==> src/rtl/v74x139_dual_decoder.sv <==
// Registered dual 2-to-4 decoder (74x139 equivalent), active-low enables and outputs.
// Optional status flags act1/act2 are present when V74X139_STATUS_EN is defined.
module v74x139_dual_decoder #(
    parameter logic [7:0] RST_VAL = 8'hFF
) (
    input  logic       clk,
    input  logic       rst,
    input  logic       G_L1,
    input  logic       G_L2,
    input  logic       A1,
    input  logic       B1,
    input  logic       A2,
    input  logic       B2,
`ifdef V74X139_STATUS_EN
    output logic       act1,
    output logic       act2,
`endif
    output logic [7:0] sel
);

    logic [7:0] sel_q, sel_d;

    // A disabled half (including an unknown select) always yields all-high.
    function automatic logic [3:0] dec2to4(input logic g_l, input logic [1:0] idx);
        logic [3:0] y;
        y = 4'b1111;
        if (!g_l) begin
            case (idx)
                2'b00:   y = 4'b1110;
                2'b01:   y = 4'b1101;
                2'b10:   y = 4'b1011;
                2'b11:   y = 4'b0111;
                default: y = 4'b1111;
            endcase
        end
        return y;
    endfunction

    always_comb begin
        sel_d      = 8'hFF;
        sel_d[3:0] = dec2to4(G_L1, {B1, A1});
        sel_d[7:4] = dec2to4(G_L2, {B2, A2});
    end

    always_ff @(posedge clk) begin
        if (rst) sel_q <= RST_VAL;
        else     sel_q <= sel_d;
    end

    assign sel = sel_q;

`ifdef V74X139_STATUS_EN
    logic act1_q, act1_d;
    logic act2_q, act2_d;

    always_comb begin
        act1_d = ~G_L1;
        act2_d = ~G_L2;
    end

    always_ff @(posedge clk) begin
        if (rst) begin
            act1_q <= 1'b0;
            act2_q <= 1'b0;
        end else begin
            act1_q <= act1_d;
            act2_q <= act2_d;
        end
    end

    assign act1 = act1_q;
    assign act2 = act2_q;
`endif

endmodule

==> config.mk <==
export PLATFORM = sky130hd
export DESIGN_NAME = v74x139_dual_decoder
export DESIGN_NICKNAME = d
export VERILOG_FILES = /design/src/rtl/v74x139_dual_decoder.sv
export SDC_FILE = /design/constraint.sdc
export NUM_CORES = 1
export LEC_CHECK = 0
export ABC_AREA = 1
export CAP_MARGIN = 40
export CORE_AREA = 3 3 40 42
export CTS_CLUSTER_DIAMETER = 30
export DETAILED_ROUTE_END_ITERATION = 6
export DIE_AREA = 0 0 43 45
export PLACE_DENSITY_LB_ADDON = 0.15
export SYNTH_ARGS = -nofsm -noshare
export SYNTH_HDL_FRONTEND = slang
export SYNTH_SLANG_ARGS = --single-unit
==> constraint.sdc <==
create_clock -name clk -period 0.9 [get_ports clk]
set_input_delay 0.09 -clock clk [delete_from_list [all_inputs] [get_ports clk]]
set_output_delay 0.09 -clock clk [all_outputs]
set_load 0.05 [all_outputs]
# Word-level counts from Yosys, hierarchy flattened
# Index checks and enable logic that the tools add are counted.
[word_totals] in_bits=8 out_inout_bits=8 register_bits=8
[op_classes] n_reduce_logical=4 mux=2 n_eq_ne=6
[op_table] operator="one-hot mux 4 bit (4 select lines)" n=2
[op_table] operator="== test 2 bit, second input constant" n=4
[op_table] operator="== test 2 x 1 -> 1 bit, second input constant" n=2
[op_table] operator="logical NOT 2 bit" n=2
[op_table] operator="OR reduction 2 bit" n=2

# Longest topological paths before layout
# Gate-level depths: netlist of the first run.
[logic_depth] depth_word=2 mapped_depth=3 ltp_nobuf=3

# Least setup slack after synthesis of the first run
# Ideal clock, no wire load.
[synth_path] path_kind="register -> output" start="register sel_q[0] (netlist: sel[0])" end="output port sel[0]" n_path_buf=0 arrival_ns=0.587 slack_ns=0.223 required_time_ns=0.810 path_stages_with_launch=1 path_cell_list="dfxtp_1"
[synth_lines] item="from (decl)" line="21" text="logic [7:0] sel_q, sel_d;"
[synth_lines] item="from (signal assigned)" line="47" text="else sel_q <= sel_d;"
[synth_lines] item="to (decl)" line="18" text="output logic [7:0] sel"
# No word-level cell between the ends.

# Final worst setup path of the first run
[layout_path] start="register sel_q[0] (netlist: sel[0])" end="output port sel[0]"
# No word-level cell between the ends.

==> flow_summary_export.csv, run 1 <==
group,metric,value,unit
routing,drt_pass1_iterations,4,
synthesis,ys_warn_count,0,
power_and_ir_drop,peakVddDrop,0.649,mV
floorplanning,dieArea,0.00194,sq mm
placed_design,dpl_cell_area,504,sq um
clock_tree,clock-sinks,8,
power_and_ir_drop,p_per_area,1440,mW/mm^2
worst_setup_path,arrival,740,ps
sta,setup_ws,72.8,ps
floorplanning,boundaryPins,16,
routing,ant_nets,0,
clock_tree,tritoncts,"yes",
clock_tree,ctsResizeCount,0,
final_layout,final_cell_area,527,sq um
worst_setup_path,crit_slowest_cell,"dfxtp_1",
sta,slew_violations,0,
synthesis,seq_area_frac_synth,0.627,
floorplanning,die_w,43,microns
sta,finalCriticalPeriod,827,ps
global_route,first_global_vias,226,
synthesis,synthDistinctLibCells,5,
global_route,grt_max_degree,5,
synthesis,synthCells,32,
sta,grt_setup_unrepaired,"no",
routing,drc,0,
floorplanning,start_util,0.199,
worst_setup_path,cp_max_fo,1,
worst_setup_path,cpPeakStageDelay,350,ps
floorplanning,fp-row-count,13,
final_layout,fill_cells,139,
power_and_ir_drop,power_leakage,0.253,nW
synthesis,syn_avg_cell_area,7.98,sq um
synthesis,post-synth-top-area-fraction,0.627,
routing,via_per_inst,3.63,
routing,vias,236,
clock_tree,numCtsBuffers,3,
routing,routed_wl,475,microns
routing,wl_per_cell,7.31,microns
final_layout,drive_above_1_share,0.260,
sta,maxSlewHeadroom,0.894,
worst_setup_path,required,810,ps
sta,holdWs,454,ps
sta,setup_viol,0,
global_route,grt_use_total,0.0575,
synthesis,syn_area,255,sq um
final_layout,n_antenna_cell,0,
flow_run,drv_cap,0,
worst_setup_path,crit_buf_inv,1,
routing,drtIter0Drc,1,
synthesis,synth-seq-cells,8,
floorplanning,die_y,45,microns
worst_setup_path,endpoint_kind,"output port",
clock_tree,htreeDepth,1,
global_route,grt_pass1_wl,841,microns
worst_setup_path,critical_path.top_delay_family,"flip-flops",
worst_setup_path,crit_chain,"buf_12",
final_layout,ff_latch_area,160,sq um
sta,fmax,1210,MHz
worst_setup_path,startpoint_type,"flip-flop",
power_and_ir_drop,total_power,0.759,mW
placed_design,portBuffers,15,
final_layout,area_growth,106,%
clock_tree,post-cts-setup-buffers,0,
clock_tree,cts_root_buffer,"clkbuf_4",
sta,tightestPinTransition,158,ps
final_layout,fin_nets,60,
clock_tree,cts_hold_buffers,0,
sta,hold_viol_final,0,
final_layout,largest_register_ffs,8,
final_layout,multi_input_area,72.6,sq um
placed_design,post-place-ws,-25.6,ps
synthesis,yosysTopAreaCell,"dfxtp_1",
status,outcome,"complete, no violations",
clock_tree,clk_pin_slew,50,ps
worst_setup_path,worst-setup-path-type,"reg2out",
synthesis,synth_area_leaders,"dfxtp_1, nand2_1, inv_1",
sta,period_share,0.919,
clock_tree,clockBufferDepth,2,
global_route,grt_overflow_total,0,
placed_design,gp_congestion,0.606,
synthesis,synthesis.nets,40,
global_route,antenna_found_initial,0,
floorplanning,core_area,0.00128,sq mm
min_path,holdCritPathClass,"in2reg",
-- area by class of cell --
| cell class | instances | area share |
|---|---|---|
| Timing Repair Buffer | 15 | 0.437 |
| Sequential cell | 8 | 0.304 |
| Multi-Input combinational cell | 18 | 0.138 |
| Clock buffer | 3 | 0.0428 |
| Inverter | 6 | 0.0428 |
| Tap cell | 15 | 0.0356 |
-- report_power, final --
group	total (mW)	switching (mW)	leakage [nW]	internal, mW
registers	0.372	0.00725	0.0654	0.365
clock network	0.252	0.101	0.0138	0.151
logic	0.135	0.0637	0.173	0.0712
-- cells in the mapped netlist --
| master | count |
|---|---|
| dfxtp_1 | 8 |
| inv_1 | 6 |
| nand2_1 | 10 |
| nor2_1 | 6 |
| nor2_2 | 2 |
-- kinds of logic after synthesis --
kind of cell	synth area share
buf+inv	0.0882
flops	0.627
simple gates	0.284
-- stage by stage --
step,cells,utilization,TNS [ps]
floorplan,32,-,0
global placement,62,0.392,-89.0
detailed placement,62,0.392,-108
CTS,65,0.410,0
global route,65,0.410,0
finish,65,0.410,0
-- metal layers --
layer  track usage  share of wire  vias to the layer above
met4        0.0361              0                        0
met3        0.0199           0.15                        0
li1              -              -                      128
met1        0.0678           0.41                       96
met2        0.0898           0.44                       12
met5             0              0                        -
-- path summary, 6_finish.rpt --
kind	from	cells after the start	to	slack (ps)
worst max-delay path	sel[0]	1	sel[0]	70
worst min-delay path	G_L1	3	sel[0]	450
-- cell usage in the layout (no fill, tap or decap) --
cell / netlist / layout
nand2_1: 10 / 10
buf_12: 0 / 8
dfxtp_1: 8 / 8
clkdlybuf4s50_1: 0 / 7
inv_1: 6 / 6
nor2_1: 6 / 6
clkbuf_4: 0 / 3
nor2_2: 2 / 2
Power figures use the tool's default switching activity.
==> inputs of run 2 (changes only) <==
- RECOVER_POWER: default -> 25
==> run 2 against run 1 <==
Against the previous run: critical endpoint unchanged; first-iteration DRC count unchanged; sequential power about the same; highest routed layer unchanged; utilization down 0.39 points; largest cell class unchanged; count of clock-buffer cells in the layout unchanged; largest power group unchanged; cell area down 0.95%; routed wire length up 0.42%; sequential share of layout area up 0.29 points.
==> flow_summary_export.csv, run 2 (synthesis gave the netlist of run 1 again) <==
group,metric,value,unit
routing,via_per_inst,3.65,
power_and_ir_drop,total_power,0.756,mW
final_layout,finalNonFillerCells,65,
final_layout,n_antenna_cell,0,
min_path,hp-start,"G_L1",
floorplanning,start_util,0.199,
floorplanning,core_area,0.00128,sq mm
final_layout,fin_nets,60,
clock_tree,post-cts-setup-buffers,0,
sta,period_share,0.919,
min_path,holdCritPathClass,"in2reg",
floorplanning,dieArea,0.00194,sq mm
sta,holdWs,463,ps
final_layout,ff_latch_area,160,sq um
power_and_ir_drop,p_sw,0.170,mW
power_and_ir_drop,pwr-share-clk,0.333,
final_layout,multi_input_area,67.6,sq um
power_and_ir_drop,comb_power_share,0.175,
global_route,grt_max_degree,5,
placed_design,gp_congestion,0.606,
routing,drtIter0Drc,1,
clock_tree,cts_root_buffer,"clkbuf_4",
clock_tree,ctsResizeCount,0,
worst_setup_path,crit_chain,"buf_12",
clock_tree,htreeDepth,1,
global_route,grt_overflow_total,0,
sta,hold_viol_final,0,
final_layout,largest_register_ffs,8,
global_route,first_global_vias,226,
final_layout,layout_commonest_cell,"nand2_1",
clock_tree,cts_hold_buffers,0,
worst_setup_path,worst-setup-path-type,"reg2out",
power_and_ir_drop,peakVddDrop,0.649,mV
worst_setup_path,startpoint_type,"flip-flop",
status,outcome,"complete, no violations",
power_and_ir_drop,power_frac_seq,0.492,
routing,ant_nets,0,
sta,finalCriticalPeriod,827,ps
flow_run,drv_cap,0,
final_layout,final_cell_mix,"nand2_1, nor2_1, buf_12, dfxtp_1, clkdlybuf4s50_1",
final_layout,drive_above_1_share,0.220,
global_route,antenna_found_initial,0,
clock_tree,clk_pin_slew,50,ps
placed_design,portBuffers,15,
placed_design,dp_cells,62,
power_and_ir_drop,p_per_area,1450,mW/mm^2
worst_setup_path,endpoint_kind,"output port",
clock_tree,tritoncts,"yes",
min_path,hold-path-cell-count,3,
routing,routed_wl,477,microns
global_route,grt_pass1_wl,841,microns
final_layout,fill_cells,139,
clock_tree,clockBufferDepth,2,
floorplanning,die_y,45,microns
sta,setup_viol,0,
final_layout,area_growth,104,%
worst_setup_path,crit_buf_inv,1,
worst_setup_path,arrival,740,ps
sta,fmax,1210,MHz
sta,slew_violations,0,
routing,vias,237,
global_route,grt_use_total,0.0575,
min_path,hold_end,"sel[0]",
routing,drt_pass1_iterations,2,
floorplanning,die_w,43,microns
worst_setup_path,crit_slowest_cell,"dfxtp_1",
clock_tree,numCtsBuffers,3,
worst_setup_path,crit_path_start,"sel[0]",
worst_setup_path,critical_path.top_delay_family,"flip-flops",
worst_setup_path,cpPeakStageDelay,350,ps
power_and_ir_drop,power_leakage,0.253,nW
sta,tightestPinTransition,243,ps
floorplanning,fp-row-count,13,
sta,grt_setup_unrepaired,"no",
sta,maxSlewHeadroom,0.837,
power_and_ir_drop,p_sw_frac,0.225,
clock_tree,clock-sinks,8,
routing,wl_per_cell,7.34,microns
worst_setup_path,required,810,ps
power_and_ir_drop,p_int,0.586,mW
floorplanning,boundaryPins,16,
routing,drc,0,
worst_setup_path,cp_max_fo,1,
==> run 2: how the worst max path moves through the flow <==
stage / end / slack, ps / depth (start not counted)
finish: sel[0] / 70 / 1
global placement: sel[6] / -30 / 4
global route: sel[4] / 40 / 1
detailed placement: sel[6] / -30 / 4
floorplan: sel[0] / 220 / 0
CTS: sel[4] / 60 / 1
==> run 2: layout make-up <==
cell class | count | area share
Timing Repair Buffer | 15 | 0.441
Sequential cell | 8 | 0.307
Multi-Input combinational cell | 18 | 0.129
Clock buffer | 3 | 0.0432
Inverter | 6 | 0.0432
Tap cell | 15 | 0.0360
==> run 2: power by group through the flow <==
stage	Clock [mW]	Combinational, mW	Sequential [mW]
after global placement	0	0.136	0.379
after global routing	0.287	0.144	0.372
final	0.252	0.132	0.372
after detailed placement	0	0.136	0.379
after floorplan	0	0.0214	0.408
after CTS	0.270	0.136	0.372
==> run 2: stage by stage <==
step / setup WS (ps) / setup TNS (ps) / area [sq um] / util
after floorplan: 223 / 0 / 255 / -
after global placement: -27.0 / -89.0 / 504 / 0.392
after detailed placement: -25.6 / -108 / 504 / 0.392
after CTS: 57.6 / 0 / 527 / 0.410
after global routing: 42.2 / 0 / 522 / 0.406
final: 72.8 / 0 / 522 / 0.406
==> run 2: per-layer routing <==
metal	GRT usage	part of all wire	vias up
met5	0	0	-
met4	0.0361	0	0
met3	0.0199	0.15	0
met2	0.0898	0.43	12
met1	0.0678	0.41	96
li1	-	-	129
==> patch 1 (flow settings as in run 1) <==
Add an input register stage for `A1`, `B1`, `A2` and `B2`, without a reset; this delays them by one clock. The other inputs are not delayed to match.
--- a/src/rtl/v74x139_dual_decoder.sv
+++ b/src/rtl/v74x139_dual_decoder.sv
@@ -18,4 +18,16 @@
     output logic [7:0] sel
 );
+
+    logic A1_q;
+    logic B1_q;
+    logic A2_q;
+    logic B2_q;
+
+    always_ff @(posedge clk) begin
+        A1_q <= A1;
+        B1_q <= B1;
+        A2_q <= A2;
+        B2_q <= B2;
+    end
 
     logic [7:0] sel_q, sel_d;
@@ -39,6 +51,6 @@
     always_comb begin
         sel_d      = 8'hFF;
-        sel_d[3:0] = dec2to4(G_L1, {B1, A1});
-        sel_d[7:4] = dec2to4(G_L2, {B2, A2});
+        sel_d[3:0] = dec2to4(G_L1, {B1_q, A1_q});
+        sel_d[7:4] = dec2to4(G_L2, {B2_q, A2_q});
     end
 
Formal check against the unedited RTL: not equivalent (Yosys sat finds a counterexample within 4 cycles, from zero or initial values).
==> patch 1 against run 1 <==
- cell area increased by 15%
- synthesized area grew 31%
- sequential cell count increased by 4
- combinational power down 7%
- critical path depth stayed put
- worst setup slack lost 0.027 ns
- wire length increased by 1.9%
- total power grew 32%
- count of clock-buffer cells in the layout unchanged
==> patch 1: results (changes against run 1) <==
Global routing
  • Pin count of the biggest net entering global routing: 7 (+2)
  • M1 GR Usage: 5.65% (-1.1 points)
  • Vias in the first global route: 181 (-20%)
  • First-pass GRT wire length: 724 um (-14%)
  • Met3 Resource Use GR: 3.59% (+1.6 points)
  • Met2 usage: 7.49% (-1.5 points)

Setup path
  • Number of cells on the worst reg-to-reg path: 3
  • Crit path DAT: 0.76 ns (+0.02 ns)

Routing
  • Wirelength per Cell: 7.01 um (-4.0%)
  • DRT iter0 DRCs: 2 (+1)
  • Final WL: 484 um (+1.9%)
  • Detailed-router iteration count before antenna repair: 2 (-2)

Outcome
  • Run status: completed

Worst hold path
  • Hold path startpoint: B1
  • Worst Hold End: B1_q

Synthesis
  • Main area contributors after synthesis: dfxtp_1 (72%), nand2_1 (11%), inv_1 (6.7%)
  • Distinct cells, synth: 5 (unchanged)
  • Syn nets: 44 (+10%)
  • Most instantiated cells after synthesis: dfxtp_1 (12), nand2_1 (10), inv_1 (6), nor2_1 (6), nor2_2 (2)

Placement
  • RePlAce Congestion: 0.639 (+5.4%)
  • Placed Cells: 66 (+6.5%)
  • Pre-CTS setup slack: -0.0321 ns (-0.00651 ns)

CTS
  • CTS clk-pin slew, worst paths: 0.07 ns (+0.02 ns)

Cells and area
  • Share of cells above drive strength 1: 24.1% (-1.9 points)
  • Fill cells: 119 (-14%)

Power and ir drop
  • Pleak: 0.286 nW (+13%)
  • Sw Ratio: 22.7% (+0.038 points)

Timing
  • Worst Tran Pin Value: 0.150 ns (-0.00851 ns)
## patch 1: changes by cell type in the layout (fill, tap and decap cells not counted)
cell,change
dfxtp_1,+4
## patch 1: power by group through the flow
stage,registers [mW],clock network [mW],logic [mW]
3_3_place_gp,0.578,0,0.127
3_5_place_dp,0.578,0,0.127
5_1_grt,0.567,0.359,0.135
6_report,0.566,0.311,0.126
4_1_cts,0.566,0.326,0.127
2_1_floorplan,0.606,0,0.0206
## patch 1: logic make-up after synthesis
| group | count (synthesis) | share of synthesized area [%] |
|---|---|---|
| buffers and inverters | 6 | 6.72 |
| and+or+nand+nor | 18 | 21.6 |
| DFF | 12 | 71.6 |
## patch 1: routing by layer
layer | vias up | part of all wire, %
li1 | 138 | -
met3 | 2 | 13
met2 | 14 | 38
met5 | - | 0
met4 | 0 | 3.5
met1 | 82 | 45
## patch 1: metrics by stage
stage,TNS [ns],instance area (um^2),util [%]
after floorplan,0,335,-
after global placement,-0.0338,584,45.5
after detailed placement,-0.124,584,45.5
after CTS,0,607,47.2
after global routing,0,607,47.2
final,0,607,47.2
## patch 1: worst max-delay path by stage
stage	to	slack, ns	cells after the start
global route	sel[2]	0.006	1
floorplan	sel[0]	0.22	0
global placement	sel[5]	-0.01	3
finish	sel[1]	0.05	1
detailed placement	sel[5]	-0.03	3
CTS	sel[2]	0.03	1
## patch 1: cell type report
type                    count  area, um^2  share of cell area (%)
flip-flops and latches     12         240                    39.6
inverters                   6        22.5                    3.71
repair buffers             15         230                    37.9
multi-input cells          18        72.6                    12.0
clock buffers               3        22.5                    3.71
well taps                  15        18.8                    3.09
==> patch 2 (config.mk and constraints of run 1) <==
Made on the original files. Add a define of `V74X139_STATUS_EN`.
--- a/src/rtl/v74x139_dual_decoder.sv
+++ b/src/rtl/v74x139_dual_decoder.sv
@@ -1,4 +1,6 @@
 // Registered dual 2-to-4 decoder (74x139 equivalent), active-low enables and outputs.
 // Optional status flags act1/act2 are present when V74X139_STATUS_EN is defined.
+`define V74X139_STATUS_EN
+
 module v74x139_dual_decoder #(
     parameter logic [7:0] RST_VAL = 8'hFF
Function (old outputs only; new: act1 and act2): kept (equiv_simple and equiv_induct, registers matched by name and starting in step).
==> patch 2 against run 1 <==
- sequential power rose by 26%
- worst setup slack got worse by 0.015 ns
- cell area rose by 17%
- synthesized area rose by 20%
- sequential share of layout area rose by 2.1 points
- clock power rose by 12%
- global-route usage rose by 1.4 points
- sequential cell count rose by 2
- utilization rose by 7.0 points
- wire length rose by 19%
- critical path type unchanged
- hold slack got worse by 0.017 ns
- total power rose by 22%
==> patch 2: results (changes against run 1) <==
Flow run
  • Max-cap viol count: 0 (unchanged)

Global routing
  • Antenna violations before repair: 0 (unchanged)
  • Tot GR Track Use: 7.20% (+1.4 points)
  • First-pass GRT wire length: 924 um (+9.9%)
  • Vias in the first global route: 252 (+12%)
  • Pin count of the biggest net entering global routing: 6 (+1)

Routing
  • DRT iter0 DRCs: 0 (-1)
  • Detailed-route via count: 266 (+13%)
  • Detailed-router iteration count before antenna repair: 1 (-3)
  • Post-route ant nets: 0 (unchanged)
  • Wirelength per Cell: 8.19 um (+12%)
  • Vias per cell: 3.86 (+6.2%)

Cells and area
  • Largest register FFs: 8 (unchanged)
  • Share of cells above drive strength 1: 27.8% (+1.8 points)
  • Ant. Diodes: 0 (unchanged)
  • Final #Nets: 64 (+6.7%)

Synthesis
  • Main area contributors after synthesis: dfxtp_1 (66%), nand2_1 (12%), inv_1 (7.4%)
  • Most instantiated cells after synthesis: dfxtp_1 (10), nand2_1 (10), inv_1 (6), nor2_1 (6), nor2_4 (2)
  • Syn nets: 42 (+5.0%)
  • Post-synthesis sequential area ratio: 65.6% (+2.8 points)
  • Distinct cells, synth: 5 (unchanged)
  • Ys async rst share: 0% (unchanged)
  • Synth Instances: 34 (+6.3%)

Timing
  • Rel. slew slack: 86.9% (-2.5 points)
  • Setup TNS Final: 0 ns (unchanged)

CTS
  • CTS Buffer Depth: 2 (unchanged)
  • Htree depth: 1 (unchanged)
  • CTS Root Buffer Type: clkbuf_4
  • CTS clk-pin slew, worst paths: about 0.060 ns
  • Post-CTS Setup Inserts: 0 (unchanged)
  • CTS buffer count: 3 (unchanged)

Power and ir drop
  • Pleak: 0.288 nW (+14%)
  • Worst vdd ir: 1.06 mV (+64%)
  • Sw Ratio: 24.3% (+1.7 points)

Placement
  • DP Wirelength: ~510 um
  • RePlAce Congestion: 0.604 (-0.31%)
  • Placed Cells: 66 (+6.5%)
  • DP Area: 594 um^2 (+18%)
  • Port-buffer cells: 17 (+2)

Worst hold path
  • Hold path startpoint: G_L2
  • HP Class: input port to flop

Setup path
  • Crit path DAT: ~0.75 ns
  • Crit path from: sel[4]
  • CP max-delay cell: dfxtp_1
  • Slowest cell delay on critical path: about 0.36 ns
  • Worst setup path endpoint: sel[4]

Outcome
  • Run status: completed
-- patch 2: worst min-delay path by stage --
stage                     slack [ns]  depth (start not counted)      to
after floorplan                 0.16                          1    act1
after global placement          0.54                          1  sel[7]
after detailed placement        0.54                          1  sel[2]
after CTS                       0.43                          2    act2
after global routing            0.45                          2    act2
final                           0.44                          2    act2
-- patch 2: area by class of cell --
type	count	area (um^2)
clock buffers	3	22.5
flip-flops and latches	10	200
fillers	116	668
inverters	6	22.5
multi-input cells	18	82.6
well taps	15	18.8
repair buffers	17	270
-- patch 2: kinds of logic (layout without fill, tap and decap cells) --
logic type             count (synthesis)  after routing  synth area share [%]
AND/OR/NAND/NOR                       18             18                  27.0
flip-flops                            10             10                  65.6
buffers and inverters                  6             26                  7.38
-- patch 2: power groups by stage --
stage	sequential, mW	clock, mW	combinational, mW
2_1_floorplan	0.521	0	0.0241
3_3_place_gp	0.478	0	0.176
3_5_place_dp	0.478	0	0.178
4_1_cts	0.468	0.298	0.178
5_1_grt	0.469	0.321	0.186
6_report	0.468	0.282	0.176
-- patch 2: stage by stage --
stage	power [mW]	setup slack (ns)
after global placement	0.654	-0.0435
final	0.926	0.0575
after CTS	0.945	0.0414
after detailed placement	0.656	-0.0601
after floorplan	0.545	0.223
after global routing	0.976	0.0114
-- patch 2: routing by layer --
metal	share of wire [%]	routed length (um)	GRT usage [%]	vias up
li1	-	-	-	139
met1	32	182	5.13	115
met2	57	320	13.2	10
met3	9.0	51	2.39	2
met4	1.8	10	9.04	0
met5	0	0	0	-
